$ cat src/rtl/bldc_pkg.sv
// Shared definitions for the six-step BLDC commutator.
// Holds the commutation state encodings, phase indices, last-on tags,
// and the drive table that maps a state to its PWM'd and low-on phases.
package bldc_pkg;

    // Commutation states. Codes 6 and 7 are never entered.
    localparam logic [2:0] ST_0 = 3'd0;
    localparam logic [2:0] ST_1 = 3'd1;
    localparam logic [2:0] ST_2 = 3'd2;
    localparam logic [2:0] ST_3 = 3'd3;
    localparam logic [2:0] ST_4 = 3'd4;
    localparam logic [2:0] ST_5 = 3'd5;

    // Phase indices. PH_NONE selects no phase.
    localparam logic [1:0] PH_R    = 2'd0;
    localparam logic [1:0] PH_S    = 2'd1;
    localparam logic [1:0] PH_T    = 2'd2;
    localparam logic [1:0] PH_NONE = 2'd3;

    // Which device of a phase was most recently switched on.
    localparam logic [1:0] LAST_NONE = 2'd0;
    localparam logic [1:0] LAST_HI   = 2'd1;
    localparam logic [1:0] LAST_LO   = 2'd2;

    typedef struct packed {
        logic [1:0] hi_phase;   // phase whose high side is PWM'd
        logic [1:0] lo_phase;   // phase whose low side is held on
    } drive_t;

    // Six-step drive table. The phase that is neither hi nor lo floats.
    function automatic drive_t drive_table(input logic [2:0] st);
        drive_t d;
        d.hi_phase = PH_NONE;
        d.lo_phase = PH_NONE;
        case (st)
            ST_0: begin d.hi_phase = PH_R; d.lo_phase = PH_S; end
            ST_1: begin d.hi_phase = PH_R; d.lo_phase = PH_T; end
            ST_2: begin d.hi_phase = PH_S; d.lo_phase = PH_T; end
            ST_3: begin d.hi_phase = PH_S; d.lo_phase = PH_R; end
            ST_4: begin d.hi_phase = PH_T; d.lo_phase = PH_R; end
            ST_5: begin d.hi_phase = PH_T; d.lo_phase = PH_S; end
            default: begin d.hi_phase = PH_NONE; d.lo_phase = PH_NONE; end
        endcase
        return d;
    endfunction

    // Modulo-6 step. Unreachable codes fall back into the legal ring.
    function automatic logic [2:0] next_state(input logic [2:0] st, input logic fwd);
        logic [2:0] n;
        if (fwd) begin
            n = (st >= ST_5) ? ST_0 : st + 3'd1;
        end else begin
            n = ((st == ST_0) || (st > ST_5)) ? ST_5 : st - 3'd1;
        end
        return n;
    endfunction

endpackage

$ cat src/rtl/bldc_deadtime_phase.sv
// Purpose: one half-bridge phase gate driver with shoot-through protection.
// Latency: 1 clock from request to gate; opposite-device turn-on held until
//          the phase has been fully off for DEAD_CYCLES clocks.
// Backpressure: none; requests are levels, evaluated every clock.
// Ports: clk_i/rst_i; h_req_i, l_req_i (device requests, active-high);
//        hin_o (high-side enable, active-high); lin_n_o (low-side, active-low).
module bldc_deadtime_phase
    import bldc_pkg::*;
#(
    parameter int DEAD_CYCLES = 16,
    parameter int DEAD_W      = 5
) (
    input  logic clk_i,
    input  logic rst_i,
    input  logic h_req_i,
    input  logic l_req_i,
    output logic hin_o,
    output logic lin_n_o
);

    localparam logic [DEAD_W-1:0] DEAD_MAX = DEAD_W'(DEAD_CYCLES);

    logic              hin_q,     hin_d;
    logic              lin_q,     lin_d;      // low side, active-high internally
    logic [DEAD_W-1:0] off_cnt_q, off_cnt_d;
    logic [1:0]        last_q,    last_d;
    logic              dead_done;
    logic              legal_h,   legal_l;

    always_comb begin
        // off_cnt saturates exactly at DEAD_MAX, so equality means the hold
        // has elapsed (and is always true when DEAD_CYCLES is 0).
        dead_done = (off_cnt_q == DEAD_MAX);

        // Conflicting requests turn both devices off.
        legal_h = h_req_i & ~l_req_i;
        legal_l = l_req_i & ~h_req_i;

        // Re-enabling the device that was last on skips the dead hold, so
        // high-side chopping loses no duty.
        hin_d = legal_h & ((last_q == LAST_HI) | dead_done);
        lin_d = legal_l & ((last_q == LAST_LO) | dead_done);

        if (hin_q | lin_q) begin
            off_cnt_d = '0;
        end else if (dead_done) begin
            off_cnt_d = off_cnt_q;
        end else begin
            off_cnt_d = off_cnt_q + DEAD_W'(1);
        end

        last_d = last_q;
        if (hin_d & ~hin_q) begin
            last_d = LAST_HI;
        end else if (lin_d & ~lin_q) begin
            last_d = LAST_LO;
        end
    end

    always_ff @(posedge clk_i or posedge rst_i) begin
        if (rst_i) begin
            hin_q     <= 1'b0;
            lin_q     <= 1'b0;
            off_cnt_q <= DEAD_MAX;
            last_q    <= LAST_NONE;
        end else begin
            hin_q     <= hin_d;
            lin_q     <= lin_d;
            off_cnt_q <= off_cnt_d;
            last_q    <= last_d;
        end
    end

    assign hin_o   = hin_q;
    assign lin_n_o = ~lin_q;

endmodule

$ cat src/rtl/bldc_commutator.sv
// Purpose: six-step BLDC commutation, PWM generation and gated bridge drive.
// Latency: step_i -> rotateState 1 clock; request -> gate 1 clock (+dead hold).
// Backpressure: none; step_i pulses are always accepted, duty_i sampled at wrap.
// Ports: clk_i/rst_i; enable_i, step_i, dir_i, duty_i (controls);
//        rotateState, duty, HIN_R/S/T, _LIN_R/S/T, pwm_wrap_o (probed outputs).
module bldc_commutator
    import bldc_pkg::*;
#(
    parameter int PWM_BITS    = 8,
    parameter int DEAD_CYCLES = 16,
    parameter int DEAD_W      = 5
) (
    input  logic                clk_i,
    input  logic                rst_i,
    input  logic                enable_i,
    input  logic                step_i,
    input  logic                dir_i,
    input  logic [PWM_BITS-1:0] duty_i,
    output logic [2:0]          rotateState,
    output logic                duty,
    output logic                HIN_R,
    output logic                HIN_S,
    output logic                HIN_T,
    output logic                _LIN_R,
    output logic                _LIN_S,
    output logic                _LIN_T,
    output logic                pwm_wrap_o
);

    // Counter runs 0 .. 2^PWM_BITS-2 so a full-scale duty word (all ones)
    // is never reached by cnt and yields a constant-high waveform.
    localparam logic [PWM_BITS-1:0] CNT_LAST = {{(PWM_BITS-1){1'b1}}, 1'b0};

    logic [PWM_BITS-1:0] cnt_q,      cnt_d;
    logic [PWM_BITS-1:0] duty_lat_q, duty_lat_d;
    logic                duty_q,     duty_d;
    logic [2:0]          state_q,    state_d;
    logic                wrap;
    drive_t              drive;
    logic [2:0]          h_req;
    logic [2:0]          l_req;
    logic [2:0]          hin;
    logic [2:0]          lin_n;

    assign wrap = (cnt_q == CNT_LAST);

    always_comb begin
        cnt_d      = wrap ? '0 : cnt_q + PWM_BITS'(1);
        // duty_i is only taken at the period boundary so a mid-period change
        // can never produce a runt pulse.
        duty_lat_d = wrap ? duty_i : duty_lat_q;
        duty_d     = (cnt_q < duty_lat_q);
        // Position tracking continues while the bridge is disabled.
        state_d    = step_i ? next_state(state_q, dir_i) : state_q;
    end

    always_ff @(posedge clk_i or posedge rst_i) begin
        if (rst_i) begin
            cnt_q      <= '0;
            duty_lat_q <= '0;
            duty_q     <= 1'b0;
            state_q    <= ST_0;
        end else begin
            cnt_q      <= cnt_d;
            duty_lat_q <= duty_lat_d;
            duty_q     <= duty_d;
            state_q    <= state_d;
        end
    end

    assign drive = drive_table(state_q);

    for (genvar p = 0; p < 3; p++) begin : g_phase
        assign h_req[p] = enable_i & (drive.hi_phase == 2'(p)) & duty_q;
        assign l_req[p] = enable_i & (drive.lo_phase == 2'(p));

        bldc_deadtime_phase #(
            .DEAD_CYCLES (DEAD_CYCLES),
            .DEAD_W      (DEAD_W)
        ) u_deadtime (
            .clk_i   (clk_i),
            .rst_i   (rst_i),
            .h_req_i (h_req[p]),
            .l_req_i (l_req[p]),
            .hin_o   (hin[p]),
            .lin_n_o (lin_n[p])
        );
    end

    assign rotateState = state_q;
    assign duty        = duty_q;
    assign pwm_wrap_o  = wrap;
    assign HIN_R       = hin[PH_R];
    assign HIN_S       = hin[PH_S];
    assign HIN_T       = hin[PH_T];
    assign _LIN_R      = lin_n[PH_R];
    assign _LIN_S      = lin_n[PH_S];
    assign _LIN_T      = lin_n[PH_T];

endmodule
$ cat config.mk
export PLATFORM = sky130hd
export DESIGN_NAME = bldc_commutator
export DESIGN_NICKNAME = d
export VERILOG_FILES = /design/src/rtl/bldc_pkg.sv /design/src/rtl/bldc_deadtime_phase.sv /design/src/rtl/bldc_commutator.sv
export SDC_FILE = /design/constraint.sdc
export NUM_CORES = 1
export LEC_CHECK = 0
export ABC_AREA = 1
export CAP_MARGIN = 20
export CORE_MARGIN = 1.5
export CORE_UTILIZATION = 55
export DETAILED_ROUTE_END_ITERATION = 7
export PLACE_DENSITY = 0.79
export SLEW_MARGIN = 5
export SYNTH_ARGS = -nofsm -noshare
export SYNTH_HDL_FRONTEND = slang
export SYNTH_HIERARCHICAL = 1
export SYNTH_SLANG_ARGS = --single-unit
$ cat constraint.sdc
create_clock -name clk_i -period 3.45 [get_ports clk_i]
set_input_delay 0.345 -clock clk_i [delete_from_list [all_inputs] [get_ports clk_i]]
set_output_delay 0.345 -clock clk_i [all_outputs]
set_load 0.005 [all_outputs]
==> results <==
- The worst reg2reg path endpoint is g_phase[0].u_deadtime/last_q[0].
- The sum of negative setup slack is 0 ns.
- Data on the critical path arrives at its endpoint at 1.98 ns.
- The pre-antenna-repair detailed-routing pass consisted of 4 iterations.
- The total clock buffers created by CTS is 5.
- The violation count after the first detailed-routing iteration is 85.
- The share of the Yosys chip area taken by registers is 44.40%.
- Yosys attributes the largest share of cell area to sky130_fd_sc_hd__dfrtp_1 (41%), sky130_fd_sc_hd__nand2_1 (10%), sky130_fd_sc_hd__ha_1 (9.9%).
- The routed layout has 2049 vias.
- Entering global routing, the biggest net connects 21 pins.
- The clock passes through at most 2 buffers.
- Clock-pin slew was measured on the worst setup and hold paths at 0.09 ns.
- The initial standard-cell utilization of the core is 56.64%.
- The final worst-path setup slack is 1.127 ns.
- The headroom to the max-slew limit is 47.87%.
- For this design the static power due to leakage is 1.569 nW.
- The antenna diode instance count is 0.
- The count of yosys warnings during synthesis is 6.
- The worst setup path is launched from a flip-flop.
- For this design the top-level I/O count stands at 24.
- Once detail routing completed, the nets flagged for antenna violations numbered 0.
- On the worst path, the slowest cell contributes a delay of 0.53 ns.
- After detailed routing, the average wire length per cell comes to 11.49 um.
- Power comes to 0.002131 W.
- The largest fanout on the critical path is 20.
- The path category of the worst min-delay check is input port to asynchronous set/reset pin.
- The die outline height is 72.51 um.
- The number of hold-slack violations in the final timing report came to 0.
- The kind of critical path is flip-flop to output pin.
- The first global-routing pass estimated 8.211 mm of wire.
- For this design, the slowest cell found on the critical path is sky130_fd_sc_hd__clkdlybuf4s50_1.
- The number of flops mapped to enable cells by yosys is 0.
- The CTS tree is yes.
- The mapped netlist covers 0.002658 sq mm.
- The flow ran to the end, and the final reports show no timing, DRC or antenna violations.
- The setup fix buffers added after clock tree synthesis is 0.
- sky130_fd_sc_hd__dfrtp_1 takes more of the synthesized area than any other cell.
- The number of cells on the worst reg-to-reg path is 10.
- The total of hold buffers inserted after clock tree synthesis is 0.
- Walking the worst path, the cells encountered are inv_1 > ha_1 > nand3_1 > nor3_2 > buf_4 > clkdlybuf4s50_1.
- In the routed layout, each cell is associated on average with a via count of 5.097.
- The number of buffers added on ports is 23.
- Setup repair after global routing left no endpoint under its margin.
- The number of cell rows is 25.
- Across every metal layer, demand over resource in global routing totals 19.86%.
- The net count after synthesis is 352.
- Wires add up to 4.617 mm.
- For this run the aggregate overflow at the end of global routing stands at 0.
- From left edge to right edge, the die measures 72.51 um.
- In the finished design, the share of the clock period the worst path needs comes to 67.34%.
- The reg-to-reg setup timing slack is 1.46 ns.
- Cells with a size suffix above 1 make up 9.770% of the layout.
- For the pin with the worst max-slew slack, the measured transition is 0.7811 ns.
- The signed area change from the synthesized netlist to the final layout is 16.05%.
- The die area is 0.005258 sq mm.
- The via count of the first global-routing pass is 1997.
- Synthesis produced a netlist whose cell count is 318.
- At the end of routability-driven placement, the weighted congestion stood at 0.8676.
- The cell at the root of the clock tree is sky130_fd_sc_hd__clkbuf_8.
- Counting I/O delays and the setup requirement, the final critical path takes 2.323 ns.
- The number of antenna violations at the first check in global routing is 0.
- IR analysis of the VDD net gives a maximum drop of 0.3002 mV.
- The mean area per synthesized cell is 8.357 sq um.
- The post-layout net count is 381.
- The final-report setup violation count is 0.
- The share of synthesized registers carrying an async set or reset is 100.0%.
- The reg-to-reg startpoint is rotateState[0].
- The power density over the cells is 691.0 mW/mm^2.
- Prior to clock tree synthesis, the placed netlist has a worst setup slack of 1.443 ns.
- STA classifies the critical path endpoint as an output pin.
- The H-tree was split into 2 levels.
- In the routed design, unresolved DRC markers number 0.
- Max-cap violations in this run came to 0.
- The final clock skew is 0.01579 ns.
- The core area is 0.004692 sq mm.
- Counting every sink on the clock net gives 47.
- Clock latency on the worst-skew pair, taken at its later pin, is 0.31 ns.
- The number of max-slew violations in the final report came to 0.
- Across all hold checks on the routed design, the worst slack comes to 0.3958 ns.
- The number of library cell types mapped by synthesis is 28.
- In the synthesized netlist the dominant register cell turns out to be sky130_fd_sc_hd__dfrtp_1.
- STA puts the critical path data required time at 3.11 ns.
- In this run, post-CTS repair resized a total of 0 instances.
- Synthesis inferred 47 register bits.
- Timing would allow up to 0.4304 GHz.
- The top-area cell type share of the netlist area is 41.43%.
- The estimated wirelength of the detail-placed design is 3.496 mm.
-- sequential cells by signal, indices dropped and copies added, names as in the netlist --
| name | flops |
|---|---|
| cnt_q | 8 |
| duty | 1 |
| duty_lat_q | 8 |
| g_phase.u_deadtime/hin_o | 3 |
| g_phase.u_deadtime/last_q | 6 |
| g_phase.u_deadtime/lin_q | 3 |
| g_phase.u_deadtime/off_cnt_q | 15 |
| rotateState | 3 |
-- synthesized netlist by cell type (2+ instances only) --
cell / n
sky130_fd_sc_hd__o21ai_2: 3
sky130_fd_sc_hd__nor3b_1: 3
sky130_fd_sc_hd__nand3b_1: 3
sky130_fd_sc_hd__dfstp_2: 3
sky130_fd_sc_hd__a21oi_1: 14
sky130_fd_sc_hd__o21ai_0: 13
sky130_fd_sc_hd__xnor2_1: 5
sky130_fd_sc_hd__inv_1: 48
sky130_fd_sc_hd__nand2_1: 71
sky130_fd_sc_hd__a21boi_0: 3
sky130_fd_sc_hd__ha_1: 21
sky130_fd_sc_hd__buf_4: 2
sky130_fd_sc_hd__xor2_1: 7
sky130_fd_sc_hd__dfrtp_1: 44
sky130_fd_sc_hd__nor3_1: 5
sky130_fd_sc_hd__nand2_2: 7
sky130_fd_sc_hd__or2_0: 3
sky130_fd_sc_hd__nor2_2: 3
sky130_fd_sc_hd__nand3_1: 16
sky130_fd_sc_hd__nand4_1: 4
sky130_fd_sc_hd__nor2_1: 30
sky130_fd_sc_hd__nand3_2: 4
-- placed cells by master (no fill, tap or decap), types with 2 or more instances in the layout --
cell | Yosys | routed
sky130_fd_sc_hd__a21boi_0 | 3 | 3
sky130_fd_sc_hd__xor2_1 | 7 | 7
sky130_fd_sc_hd__nor3_1 | 5 | 5
sky130_fd_sc_hd__clkbuf_8 | 0 | 5
sky130_fd_sc_hd__nand3_1 | 16 | 16
sky130_fd_sc_hd__nor2_2 | 3 | 3
sky130_fd_sc_hd__dfrtp_1 | 44 | 44
sky130_fd_sc_hd__or2_0 | 3 | 3
sky130_fd_sc_hd__bufinv_16 | 0 | 2
sky130_fd_sc_hd__nand2_1 | 71 | 71
sky130_fd_sc_hd__nand2_2 | 7 | 7
sky130_fd_sc_hd__a21oi_1 | 14 | 14
sky130_fd_sc_hd__o21ai_0 | 13 | 13
sky130_fd_sc_hd__nor2_1 | 30 | 30
sky130_fd_sc_hd__xnor2_1 | 5 | 5
sky130_fd_sc_hd__nand3b_1 | 3 | 3
sky130_fd_sc_hd__ha_1 | 21 | 21
sky130_fd_sc_hd__dfstp_2 | 3 | 3
sky130_fd_sc_hd__o21ai_2 | 3 | 3
sky130_fd_sc_hd__nand3_2 | 4 | 4
sky130_fd_sc_hd__nand4_1 | 4 | 4
sky130_fd_sc_hd__inv_1 | 48 | 48
sky130_fd_sc_hd__clkdlybuf4s50_1 | 0 | 23
sky130_fd_sc_hd__nor3b_1 | 3 | 3
-- layer usage --
metal  GRT usage (%)  wire, um
met5               0         0
met4           7.757        89
met3           4.861       121
met2           35.29      2334
met1           23.02      2071
-- how the worst max path moves through the flow --
stage,from,endpoint,slack (ns),depth (start not counted)
after CTS,cnt_q[0],pwm_wrap_o,1.11,6
after detailed placement,cnt_q[0],pwm_wrap_o,1.44,6
final,cnt_q[0],pwm_wrap_o,1.13,6
after global placement,cnt_q[0],pwm_wrap_o,1.49,6
after floorplan,rotateState[0],g_phase[0].u_deadtime/last_q[0],1.67,10
after global routing,cnt_q[0],pwm_wrap_o,0.99,6
-- worst max-delay path, delay by kind of cell, from the launching register on --
family	cells	cell delay (ns)
adder cells (fa/ha/maj)	1	0.22
AND/OR/NAND/NOR	2	0.20
buffers and inverters	3	0.85
flip-flops	1	0.41
-- kinds of logic (layout without fill, tap and decap cells) --
group                      count (synthesis)  after routing  share of synthesized area [%]
DFF                                       47             47                          44.40
AOI/OAI and AO/OA                         35             35                          7.769
adders and majority gates                 21             21                          9.887
xor gates and xnor gates                  12             12                          3.955
and+or+nand+nor                          152            152                          26.51
buffers and inverters                     51             81                          7.485
-- cell type report --
cell class	instances	area [sq um]
clock inverter	3	67.56
timing repair buffer	24	237.7
clock buffer	5	68.82
sequential	47	1180
inverter	49	183.9
tap	54	67.56
fill	386	1608
multi-input combinational	220	1279
-- power by group --
part	switching [W]	leakage (nW)	total (W)	internal (W)
Clock	0.000190	0.0644	0.000478	0.000289
Sequential	0.000129	0.540	0.000828	0.000698
Combinational	0.000467	0.965	0.000825	0.000358
-- per-stage QoR --
| step | std cells | util [%] | area, sq um |
|---|---|---|---|
| floorplan | 318 | - | 2658 |
| global placement | 394 | 62.83 | 2948 |
| detailed placement | 394 | 62.83 | 2948 |
| CTS | 402 | 65.73 | 3084 |
| global route | 402 | 65.73 | 3084 |
| finish | 402 | 65.73 | 3084 |
Power figures use the tool's default switching activity.
